File: config.mk
export PLATFORM = sky130hd
export DESIGN_NAME = pll_reset_sequencer
export DESIGN_NICKNAME = d
export VERILOG_FILES = /design/src/rtl/pll_reset_sequencer.sv
export SDC_FILE = /design/constraint.sdc
export NUM_CORES = 1
export LEC_CHECK = 0
export BUFFER_PORTS_ARGS = -buffer_cell sky130_fd_sc_hd__buf_2
export CORE_MARGIN = 3
export CORE_UTILIZATION = 53
export CTS_CLUSTER_DIAMETER = 80
export DETAILED_ROUTE_END_ITERATION = 6
export PLACE_DENSITY = 0.78
export SKIP_LAST_GASP = 1
export SLEW_MARGIN = 5
export SYNTH_ARGS = -nofsm -noshare
export SYNTH_HDL_FRONTEND = slang
export SYNTH_SLANG_ARGS = --single-unit
File: constraint.sdc
create_clock -name clk -period 2 [get_ports clk]
set_input_delay 0.4 -clock clk [delete_from_list [all_inputs] [get_ports clk]]
set_output_delay 0.4 -clock clk [all_outputs]
set_load 0.05 [all_outputs]
File: src/rtl/pll_reset_sequencer.sv
// pll_reset_sequencer
//
// Sequences the rPLL from the reference-clock side. It pulses the PLL reset,
// waits for LOCK, requires LOCK to stay high for a stability window and only
// then releases the downstream system reset. Lock timeouts are retried a
// bounded number of times before a fault is raised. Loss of lock while
// running re-sequences from the PLL reset pulse. Runs on the PLL input
// clock, so it keeps working while the PLL output is absent.
//
// Build option:
//   PLL_RSTSEQ_FAULT_RETRY_EN - when defined, FAULT is left after LOCK_TIMEOUT
//   cycles and sequencing restarts with a cleared retry count. The fault flag
//   then stays high until the next RUN entry. When undefined, FAULT is held
//   until reset.
//
// Ports:
//   clk          in   reference clock (same net as PLL clkin)
//   reset        in   asynchronous, active-high
//   pll_lock     in   PLL LOCK output, asynchronous to clk
//   pll_reset    out  PLL reset input, active-high
//   sys_reset    out  active-high reset for downstream logic
//   locked       out  high only in RUN
//   fault        out  high in FAULT
//   retry_count  out  failed attempts since the last RUN entry or reset

module pll_reset_sequencer #(
    parameter int unsigned PLL_RESET_CYCLES   = 32,
    parameter int unsigned LOCK_TIMEOUT       = 65536,
    parameter int unsigned LOCK_STABLE_CYCLES = 1024,
    parameter int unsigned MAX_RETRIES        = 4,
    parameter int unsigned RETRY_W            = 3
) (
    input  logic               clk,
    input  logic               reset,
    input  logic               pll_lock,
    output logic               pll_reset,
    output logic               sys_reset,
    output logic               locked,
    output logic               fault,
    output logic [RETRY_W-1:0] retry_count
);

    localparam int unsigned CNT_MAX_A = (PLL_RESET_CYCLES > LOCK_TIMEOUT) ?
                                        PLL_RESET_CYCLES : LOCK_TIMEOUT;
    localparam int unsigned CNT_MAX   = (CNT_MAX_A > LOCK_STABLE_CYCLES) ?
                                        CNT_MAX_A : LOCK_STABLE_CYCLES;
    localparam int unsigned CNT_W     = (CNT_MAX > 1) ? $clog2(CNT_MAX) : 1;

    localparam logic [CNT_W-1:0]   RST_LAST    = CNT_W'(PLL_RESET_CYCLES - 1);
    localparam logic [CNT_W-1:0]   TIMEOUT_LAST = CNT_W'(LOCK_TIMEOUT - 1);
    localparam logic [CNT_W-1:0]   STABLE_LAST = CNT_W'(LOCK_STABLE_CYCLES - 1);
    localparam logic [RETRY_W-1:0] RETRY_LAST  = RETRY_W'(MAX_RETRIES - 1);

    typedef enum logic [2:0] {
        ST_PLL_RST,
        ST_WAIT_LOCK,
        ST_STABLE,
        ST_RUN,
        ST_FAULT
    } state_t;

    state_t             state, state_nxt;
    logic [CNT_W-1:0]   cnt, cnt_nxt;
    logic [RETRY_W-1:0] retry_nxt;
    logic               pll_reset_nxt, sys_reset_nxt, locked_nxt, fault_nxt;

    // Two-flop synchronizer for the asynchronous LOCK output.
    logic lock_meta, lock_s;

    always_ff @(posedge clk or posedge reset) begin
        if (reset) begin
            lock_meta <= 1'b0;
            lock_s    <= 1'b0;
        end else begin
            lock_meta <= pll_lock;
            lock_s    <= lock_meta;
        end
    end

    always_ff @(posedge clk or posedge reset) begin
        if (reset) begin
            state       <= ST_PLL_RST;
            cnt         <= '0;
            retry_count <= '0;
            pll_reset   <= 1'b1;
            sys_reset   <= 1'b1;
            locked      <= 1'b0;
            fault       <= 1'b0;
        end else begin
            state       <= state_nxt;
            cnt         <= cnt_nxt;
            retry_count <= retry_nxt;
            pll_reset   <= pll_reset_nxt;
            sys_reset   <= sys_reset_nxt;
            locked      <= locked_nxt;
            fault       <= fault_nxt;
        end
    end

    always_comb begin
        state_nxt = state;
        cnt_nxt   = cnt;
        retry_nxt = retry_count;

        unique case (state)
            ST_PLL_RST: begin
                if (cnt == RST_LAST) begin
                    state_nxt = ST_WAIT_LOCK;
                    cnt_nxt   = '0;
                end else begin
                    cnt_nxt = cnt + CNT_W'(1);
                end
            end

            ST_WAIT_LOCK: begin
                if (lock_s) begin
                    state_nxt = ST_STABLE;
                    cnt_nxt   = '0;
                end else if (cnt == TIMEOUT_LAST) begin
                    retry_nxt = retry_count + RETRY_W'(1);
                    cnt_nxt   = '0;
                    state_nxt = (retry_count == RETRY_LAST) ? ST_FAULT : ST_PLL_RST;
                end else begin
                    cnt_nxt = cnt + CNT_W'(1);
                end
            end

            ST_STABLE: begin
                // A low sample wins over window completion: the window must
                // be entirely high, so any dropout restarts it.
                if (!lock_s) begin
                    state_nxt = ST_WAIT_LOCK;
                    cnt_nxt   = '0;
                end else if (cnt == STABLE_LAST) begin
                    state_nxt = ST_RUN;
                    cnt_nxt   = '0;
                    retry_nxt = '0;
                end else begin
                    cnt_nxt = cnt + CNT_W'(1);
                end
            end

            ST_RUN: begin
                if (!lock_s) begin
                    state_nxt = ST_PLL_RST;
                    cnt_nxt   = '0;
                end
            end

            ST_FAULT: begin
`ifdef PLL_RSTSEQ_FAULT_RETRY_EN
                if (cnt == TIMEOUT_LAST) begin
                    state_nxt = ST_PLL_RST;
                    cnt_nxt   = '0;
                    retry_nxt = '0;
                end else begin
                    cnt_nxt = cnt + CNT_W'(1);
                end
`else
                state_nxt = ST_FAULT;
`endif
            end

            default: begin
                state_nxt = ST_PLL_RST;
                cnt_nxt   = '0;
            end
        endcase
    end

    // Outputs are decoded from the next state so they register on the same
    // edge as the state change.
    always_comb begin
        pll_reset_nxt = (state_nxt == ST_PLL_RST) || (state_nxt == ST_FAULT);
        sys_reset_nxt = (state_nxt != ST_RUN);
        locked_nxt    = (state_nxt == ST_RUN);
`ifdef PLL_RSTSEQ_FAULT_RETRY_EN
        // Fault remains visible through the automatic retry until RUN is reached.
        fault_nxt     = (state_nxt == ST_FAULT) || (fault && (state_nxt != ST_RUN));
`else
        fault_nxt     = (state_nxt == ST_FAULT);
`endif
    end

endmodule
==> results_dict.tcl, run 1 <==
set metrics [dict create \
    ys.flop_type "dfrtp_1" \
    place_congestion 0.926 \
    rsz0062_at_grt "yes" \
    max_freq_ghz 0.471 \
    cap_violations 0 \
    setup_viol 13 \
    crit_required_ns 2.24 \
    grt_use_met3_pct 2.83 \
    end_kind "flop" \
    cts_max_path_buffers 2 \
    cts_tree "yes" \
    cts_buffers 3 \
    track_usage_pct 22.9 \
    wl_per_cell_um 15.4 \
    maxSlewViolCount 0 \
    critical-path-max-stage-delay_ns 0.57 \
    via_per_inst 5.79 \
    place_area_um2 1840 \
    area_growth_pct 26.7 \
    rrSetupSlack_ns -0.12 \
    cts.sinks 28 \
    worst_pin_slew_ns 0.603 \
    start_kind "flop" \
    grt_max_degree 29 \
    ys_seq_area_share_pct 47.1 \
    drt-total-wl_um 3370 \
    fin_skew_ns 0.00320 \
    grt_pass1_wl_um 6040 \
    synth.most_common_cell "dfrtp_1" \
    drive_gt1_share_pct 34.9 \
    crit_chain "or4_4, nor4_4, nor4_2, or3b_4, a22o_1" \
    drt_iter0_drc 63 \
    fin_util_pct 73.6 \
    clk_pin_slew_ns 0.14 \
    first_pass_iters 4 \
    power_leakage_nw 0.917 \
    ys_top_cells_by_count "dfrtp_1 (26), nor2_1 (18), nand2_1 (9), nand3_1 (9), o21ai_0 (9)" \
    r2r_start "cnt[11]" \
    powerDensity_nw_per_um2 767 \
    synth_area_um2 1490 \
    timing.slew.headroom_pct 59.4 \
    nNetsFinal 196 \
    synth_edf_count 0 \
    r2r_end "cnt[1]" \
    initial_core_util_pct 58.1 \
    reg2reg_depth 5 \
    criticalPathCategory "flop to flop" \
    port_buffers 9 \
    cp-startpoint "cnt[11]" \
    post-cts-setup-buffer-count 0 \
    use_met1_pct 28.2 \
    yosys.area.top_type_share_pct 43.6 \
    syn-instance-count 147 \
    cpMaxStageDelayCell "or4_4" \
    antenna_left 0 \
    clockRootBuffer "clkbuf_4" \
    worstSkewPairLatency_ns 0.33 \
    synth_top_cell_by_area "dfrtp_1" \
    num_antenna_cells 0 \
    synth-seq-cells 28 \
    rows 18 \
    num_io_pins 10 \
    violations "negative setup slack" \
    dp_hpwl_um 2630 \
    netlist_top_cells_area "dfrtp_1 (44%), nor2_1 (4.5%), dfstp_2 (3.5%), nand3_1 (3.0%), o21ai_0 (3.0%)" \
    min_period_over_period_pct 106 \
    die_h_um 59.1 \
    grt_pass1_vias 1347 \
    core_um2 2570 \
    setup_tns_ns -0.873 \
    peakVddDrop_v 0.000745 \
    die_area_um2 3490 \
    gr-usage-met2_pct 39.9 \
    drcViolationCount 0 \
    num_vias 1268 \
    final_hold_viol_count 0 \
    syn_area_per_cell_um2 10.2 \
    hold_path_class "input port to async pin" \
    synth.yosys.warnings 0 \
    gr-max-usage-layer "met2" \
    chipWidth_um 59.1 \
    crit_fanout 3 \
    synthesis.nets 153 \
    status "finished, violations left" \
    final.setup.worst_slack_ns -0.121 \
    design_area_um2 1890 \
    fin_crit_ns 2.12 \
    cp.arrival_ns 2.36 \
    synth-async-reset-ratio_pct 100 \
    htree_levels 1 \
    grt_overflow 0 \
    hold_buffers 0 \
    antenna_found_initial 0 \
    synth.distinct_cells 45 \
]
logic make-up (layout without fill, tap and decap cells):
group / Yosys count / after routing / synth area share (%)
AOI/OAI and AO/OA: 22 / 22 / 9.30
and+or+nand+nor: 78 / 78 / 33.4
adders and majority gates: 3 / 3 / 2.51
xor gates and xnor gates: 7 / 7 / 4.11
DFF: 28 / 28 / 47.1
buffers and inverters: 7 / 49 / 2.09
muxes: 2 / 2 / 1.42
layout make-up:
cell class              count  area, um2
well taps                  30       37.5
flip-flops and latches     28        703
inverters                   4       15.0
clock buffers               4       36.3
fillers                   183        677
repair buffers             41        285
multi-input cells         112        813
worst max path at each step:
stage / end
after floorplan: cnt[1]
after global placement: cnt[1]
after detailed placement: cnt[1]
after CTS: cnt[1]
after global routing: cnt[1]
final: cnt[1]
critical path: cells and delay by family, from the launching register on:
kind,cells,cell delay (ns)
AOI/OAI and AO/OA,1,0.19
DFF,1,0.40
and+or+nand+nor,4,1.44
sequential cells by signal, indices dropped and copies added (netlist names):
register,cells
fault,1
lock_s,1
cnt,16
sys_reset,1
retry_count,3
pll_reset,1
locked,1
lock_meta,1
state,3
repair_timing:
action / in CTS / in global routing
pin swaps: 1 / 0
setup endpoints to repair: 13 / 17
resized for setup: 2 / 3
per-stage QoR:
stage / std cells / hold WS, ns / total power, mW / setup slack (ns)
final: 219 / 0.0953 / 1.45 / -0.121
after global routing: 219 / 0.0923 / 1.55 / -0.191
after detailed placement: 215 / 0.372 / 1.18 / -0.137
after global placement: 215 / 0.362 / 1.16 / -0.116
after floorplan: 147 / 0.331 / 0.997 / -0.0756
after CTS: 219 / 0.0965 / 1.46 / -0.134
placed cells by master (no fill, tap or decap), types with 2 or more instances in the layout:
cell type / count
nor3b_1: 4
nor2b_1: 3
clkbuf_4: 3
nor3_1: 5
nand3_1: 9
a21oi_1: 3
or3_1: 2
o21ai_0: 8
xor2_1: 5
nand2_1: 9
dfrtp_1: 26
ha_1: 2
or4_4: 2
nor4_2: 2
nand4_1: 5
or4b_2: 2
nor4_4: 2
inv_1: 4
dfstp_2: 2
buf_2: 9
a22o_1: 2
xnor2_1: 2
a21o_1: 3
buf_4: 32
o2bb2ai_1: 2
nor2_1: 18
per-layer routing:
| metal | routed length [um] | vias up |
|---|---|---|
| met5 | 0 | - |
| met4 | 69 | 0 |
| met3 | 90 | 7 |
| met2 | 1730 | 21 |
| met1 | 1480 | 622 |
| li1 | - | 618 |
where the power goes:
| part | total (mW) | switching [mW] | internal, mW |
|---|---|---|---|
| Combinational | 0.471 | 0.234 | 0.237 |
| Sequential | 0.704 | 0.0694 | 0.635 |
| Clock | 0.275 | 0.163 | 0.112 |
| Total | 1.45 | 0.467 | 0.983 |
No activity file was read; power rests on OpenSTA's default activity.
==> inputs of run 2 (changes only) <==
- SKIP_CTS_REPAIR_TIMING: default -> 1
==> results_dict.tcl, run 2 (same netlist as run 1, synthesis figures left out) <==
set metrics [dict create \
    status "finished, violations left" \
    violations "negative setup slack" \
    pre_cts_ws_ns -0.137 \
    maxSlewViolCount 0 \
    worst_pin_slew_ns 0.615 \
    cts_max_path_buffers 2 \
    r2r_end "cnt[1]" \
    gr-max-usage-layer "met2" \
    worstSkewPairLatency_ns 0.34 \
    final_hold_viol_count 0 \
    place_congestion 0.926 \
    clk_pin_slew_ns 0.15 \
    core_um2 2570 \
    dp_hpwl_um 2630 \
    mostFrequentLayoutCells "buf_4 (32), dfrtp_1 (26), nor2_1 (18)" \
    dp.cells 215 \
    setup_tns_ns -0.990 \
    fin_cells 219 \
    power_leakage_nw 0.917 \
    num_vias 1268 \
    rrSetupSlack_ns -0.12 \
    crit_required_ns 2.25 \
    wl_per_cell_um 15.3 \
    num_io_pins 10 \
    fin_crit_ns 2.12 \
    cp.arrival_ns 2.37 \
    end_kind "flop" \
    start_kind "flop" \
    die_h_um 59.1 \
    area_growth_pct 26.7 \
    whs_ns 0.0912 \
    fin_skew_ns 0.0106 \
    grt_pass1_wl_um 5980 \
    num_antenna_cells 0 \
    die_area_um2 3490 \
    crit_fanout 3 \
    min_period_over_period_pct 106 \
    track_usage_pct 22.7 \
    grt_overflow 0 \
    largest_reg_flops 16 \
    chipWidth_um 59.1 \
    drcViolationCount 0 \
    gr-usage-met2_pct 39.6 \
    grt_use_met3_pct 2.83 \
    initial_core_util_pct 58.1 \
    rows 18 \
    powerDensity_nw_per_um2 770 \
    criticalPathCategory "flop to flop" \
    reg2reg_depth 5 \
    final_common_cell "buf_4" \
    rsz0062_at_grt "yes" \
    reg.largest.list "cnt x16, retry_count x3, state x3" \
    cts.sinks 28 \
    peakVddDrop_v 0.000749 \
    setup_viol 14 \
    drt_iter0_drc 49 \
    first_pass_iters 4 \
    final.setup.worst_slack_ns -0.125 \
    grt_max_degree 29 \
    clockRootBuffer "clkbuf_4" \
    via_per_inst 5.79 \
    use_met1_pct 27.8 \
    port_buffers 9 \
    htree_levels 1 \
    hold_path_class "input port to async pin" \
    cp-startpoint "cnt[13]" \
    nNetsFinal 196 \
    max_freq_ghz 0.471 \
    cts_tree "yes" \
    antenna_left 0 \
    timing.slew.headroom_pct 58.7 \
    antenna_found_initial 0 \
    cap_violations 0 \
    grt_pass1_vias 1347 \
    drt-total-wl_um 3360 \
    worst_setup_path_endpoint "cnt[1]" \
    drive_gt1_share_pct 34.9 \
    cts_buffers 3 \
    largest_register "cnt" \
    r2r_start "cnt[13]" \
    power.total_mw 1.45 \
]
## run 2: layout make-up
cell class	count	area (um2)
clock buffer	4	36.3
sequential	28	703
timing repair buffer	41	285
fill	183	677
tap	30	37.5
multi-input combinational	112	813
inverter	4	15.0
## run 2: how the worst min path moves through the flow
stage | slack, ns | to | startpoint | cells after the start
2_1_floorplan | 0.33 | lock_s | lock_meta | 0
3_3_place_gp | 0.36 | lock_s | lock_meta | 0
3_5_place_dp | 0.37 | lock_s | lock_meta | 0
4_1_cts | 0.1 | lock_s | reset | 3
5_1_grt | 0.09 | retry_count[1] | reset | 3
6_report | 0.09 | cnt[13] | reset | 3
## run 2: per-layer routing
layer  routed length, um  up-vias
met3                  80        7
met2                1720       21
met1                1480      624
met4                  69        0
met5                   0        -
li1                    -      616
## run 2: worst max-delay path: stages (launching register included)
cell     delay [ns]
dfrtp_1        0.42
or4_4          0.55
nor4_4         0.33
nor4_2         0.11
or3b_4         0.43
a22o_1         0.19
## run 2: per-stage QoR
stage,util [%],area (um2)
2_1_floorplan,-,1530
3_3_place_gp,71.5,1840
3_5_place_dp,71.5,1840
4_1_cts,72.9,1870
5_1_grt,73.6,1890
6_report,73.6,1890
## run 2: power breakdown
group	internal (mW)	switching [mW]
sequential	0.635	0.0683
clock	0.112	0.168
combinational	0.239	0.233
==> inputs of run 3 (changes only) <==
==> constraint.sdc (replaced) <==
create_clock -name clk -period 2 [get_ports clk]
set_input_delay 0.2 -clock clk [delete_from_list [all_inputs] [get_ports clk]]
set_output_delay 0.2 -clock clk [all_outputs]
set_load 0.05 [all_outputs]
==> results_dict.tcl, run 3 (same netlist as run 1, synthesis figures left out) <==
set metrics [dict create \
    antenna_left 0 \
    track_usage_pct 22.2 \
    clk_pin_slew_ns 0.16 \
    die_h_um 59.1 \
    drcViolationCount 0 \
    start_kind "flop" \
    cts.sinks 28 \
    cpMaxStageDelayCell "or4_4" \
    grt_max_degree 22 \
    area_growth_pct 31.3 \
    chipWidth_um 59.1 \
    crit_required_ns 2.25 \
    core_um2 2570 \
    final_common_cell "buf_4" \
    end_kind "flop" \
    timing.slew.headroom_pct 46.1 \
    multi_input_area_um2 831 \
    grt_pass1_vias 1316 \
    initial_core_util_pct 58.1 \
    reg.largest.list "cnt x16, retry_count x3, state x3" \
    worst_pin_slew_ns 0.808 \
    hold_path_class "input port to async pin" \
    cts_max_path_buffers 2 \
    wl_per_cell_um 16.7 \
    grt_overflow 0 \
    whs_ns -0.0166 \
    powerDensity_nw_per_um2 755 \
    regArea_um2 703 \
    pre_cts_ws_ns -0.136 \
    port_buffers 9 \
    rows 18 \
    rsz0062_at_grt "yes" \
    final.setup.worst_slack_ns -0.152 \
    drt-total-wl_um 3750 \
    crit_fanout 4 \
    power_leakage_nw 0.948 \
    critical-path-max-stage-delay_ns 0.57 \
    cp.arrival_ns 2.40 \
    min_period_over_period_pct 108 \
    worstSkewPairLatency_ns 0.34 \
    crit_chain "or4_4, nor4_4, nor4_2, or3b_4, a22o_1" \
    drt_iter0_drc 135 \
    num_antenna_cells 0 \
    largest_reg_flops 16 \
    status "finished, violations left" \
    first_pass_iters 5 \
    cts_buffers 3 \
    maxSlewViolCount 0 \
    criticalPathCategory "flop to flop" \
    dp_hpwl_um 2650 \
    fin_skew_ns 0.0110 \
    max_freq_ghz 0.465 \
    cts_tree "yes" \
    clockRootBuffer "clkbuf_4" \
    final_hold_viol_count 17 \
    via_per_inst 5.92 \
    grt_pass1_wl_um 5860 \
    fillers 167 \
    peakVddDrop_v 0.000851 \
    place_congestion 0.928 \
    num_vias 1333 \
    setup_viol 16 \
    num_io_pins 10 \
    violations "negative hold slack, negative setup slack" \
    cap_violations 0 \
    antenna_found_initial 0 \
    largest_register "cnt" \
    fin_crit_ns 2.15 \
    htree_levels 1 \
    die_area_um2 3490 \
    drive_gt1_share_pct 36.9 \
    nNetsFinal 202 \
    mostFrequentLayoutCells "buf_4 (36), dfrtp_1 (26), nor2_1 (18)" \
]
## run 3: cell count changes in the layout (fill, tap and decap cells not counted)
cell / previous run / this run
a31oi_2: 1 / 0
a31oi_4: 0 / 1
buf_4: 32 / 36
buf_6: 0 / 1
dlygate4sd3_1: 0 / 1
nor2_2: 1 / 0
nor2_4: 0 / 1
o21ai_0: 8 / 9
o21ai_1: 1 / 0
or4_1: 1 / 0
or4_4: 2 / 3
## run 3: critical path: cells and delay by family, from the launching register on
family | cells | cell delay, ns
AO/OA/AOI/OAI | 1 | 0.19
flip-flops | 1 | 0.45
AND/OR/NAND/NOR | 4 | 1.45
## run 3: per-layer routing
metal  GRT usage, %  share of wire, %
met1           26.5                42
met2           40.1                51
met3           2.83               4.6
met4           9.06               1.6
met5              0                 0
## run 3: area by class of cell
class | instances | area share [%]
Inverter | 4 | 0.766
Clock buffer | 4 | 1.85
Multi-Input combinational cell | 112 | 42.4
Tap cell | 30 | 1.92
Sequential cell | 28 | 35.9
Timing Repair Buffer | 47 | 17.2
## run 3: worst paths after layout
| check | startpoint | endpoint | slack (ns) | cells past startpoint |
|---|---|---|---|---|
| min in group clk | lock_meta | lock_s | 0.40 | 0 |
| min | reset | cnt[11] | -0.02 | 2 |
| min reg2reg | lock_meta | lock_s | 0.40 | 0 |
| max reg2reg | cnt[8] | cnt[1] | -0.15 | 5 |
| max in group asynchronous | reset | cnt[0] | 1.44 | 3 |
| max | cnt[8] | cnt[1] | -0.15 | 5 |
## run 3: power by group
group	internal, mW	total [mW]	leakage, nW	switching, mW
clock	0.112	0.286	0.0210	0.174
sequential	0.634	0.704	0.373	0.0699
combinational	0.244	0.489	0.555	0.245
total	0.990	1.48	0.948	0.489
## run 3: per-stage QoR
stage | instances | power, mW | utilization (%) | cell area, um2 | setup TNS, ns
floorplan | 147 | 0.997 | - | 1530 | -0.252
global placement | 216 | 1.16 | 71.8 | 1840 | -0.549
detailed placement | 216 | 1.18 | 71.8 | 1840 | -1.23
CTS | 220 | 1.46 | 73.2 | 1880 | -1.67
global route | 225 | 1.56 | 76.3 | 1960 | -3.91
finish | 225 | 1.48 | 76.3 | 1960 | -1.52
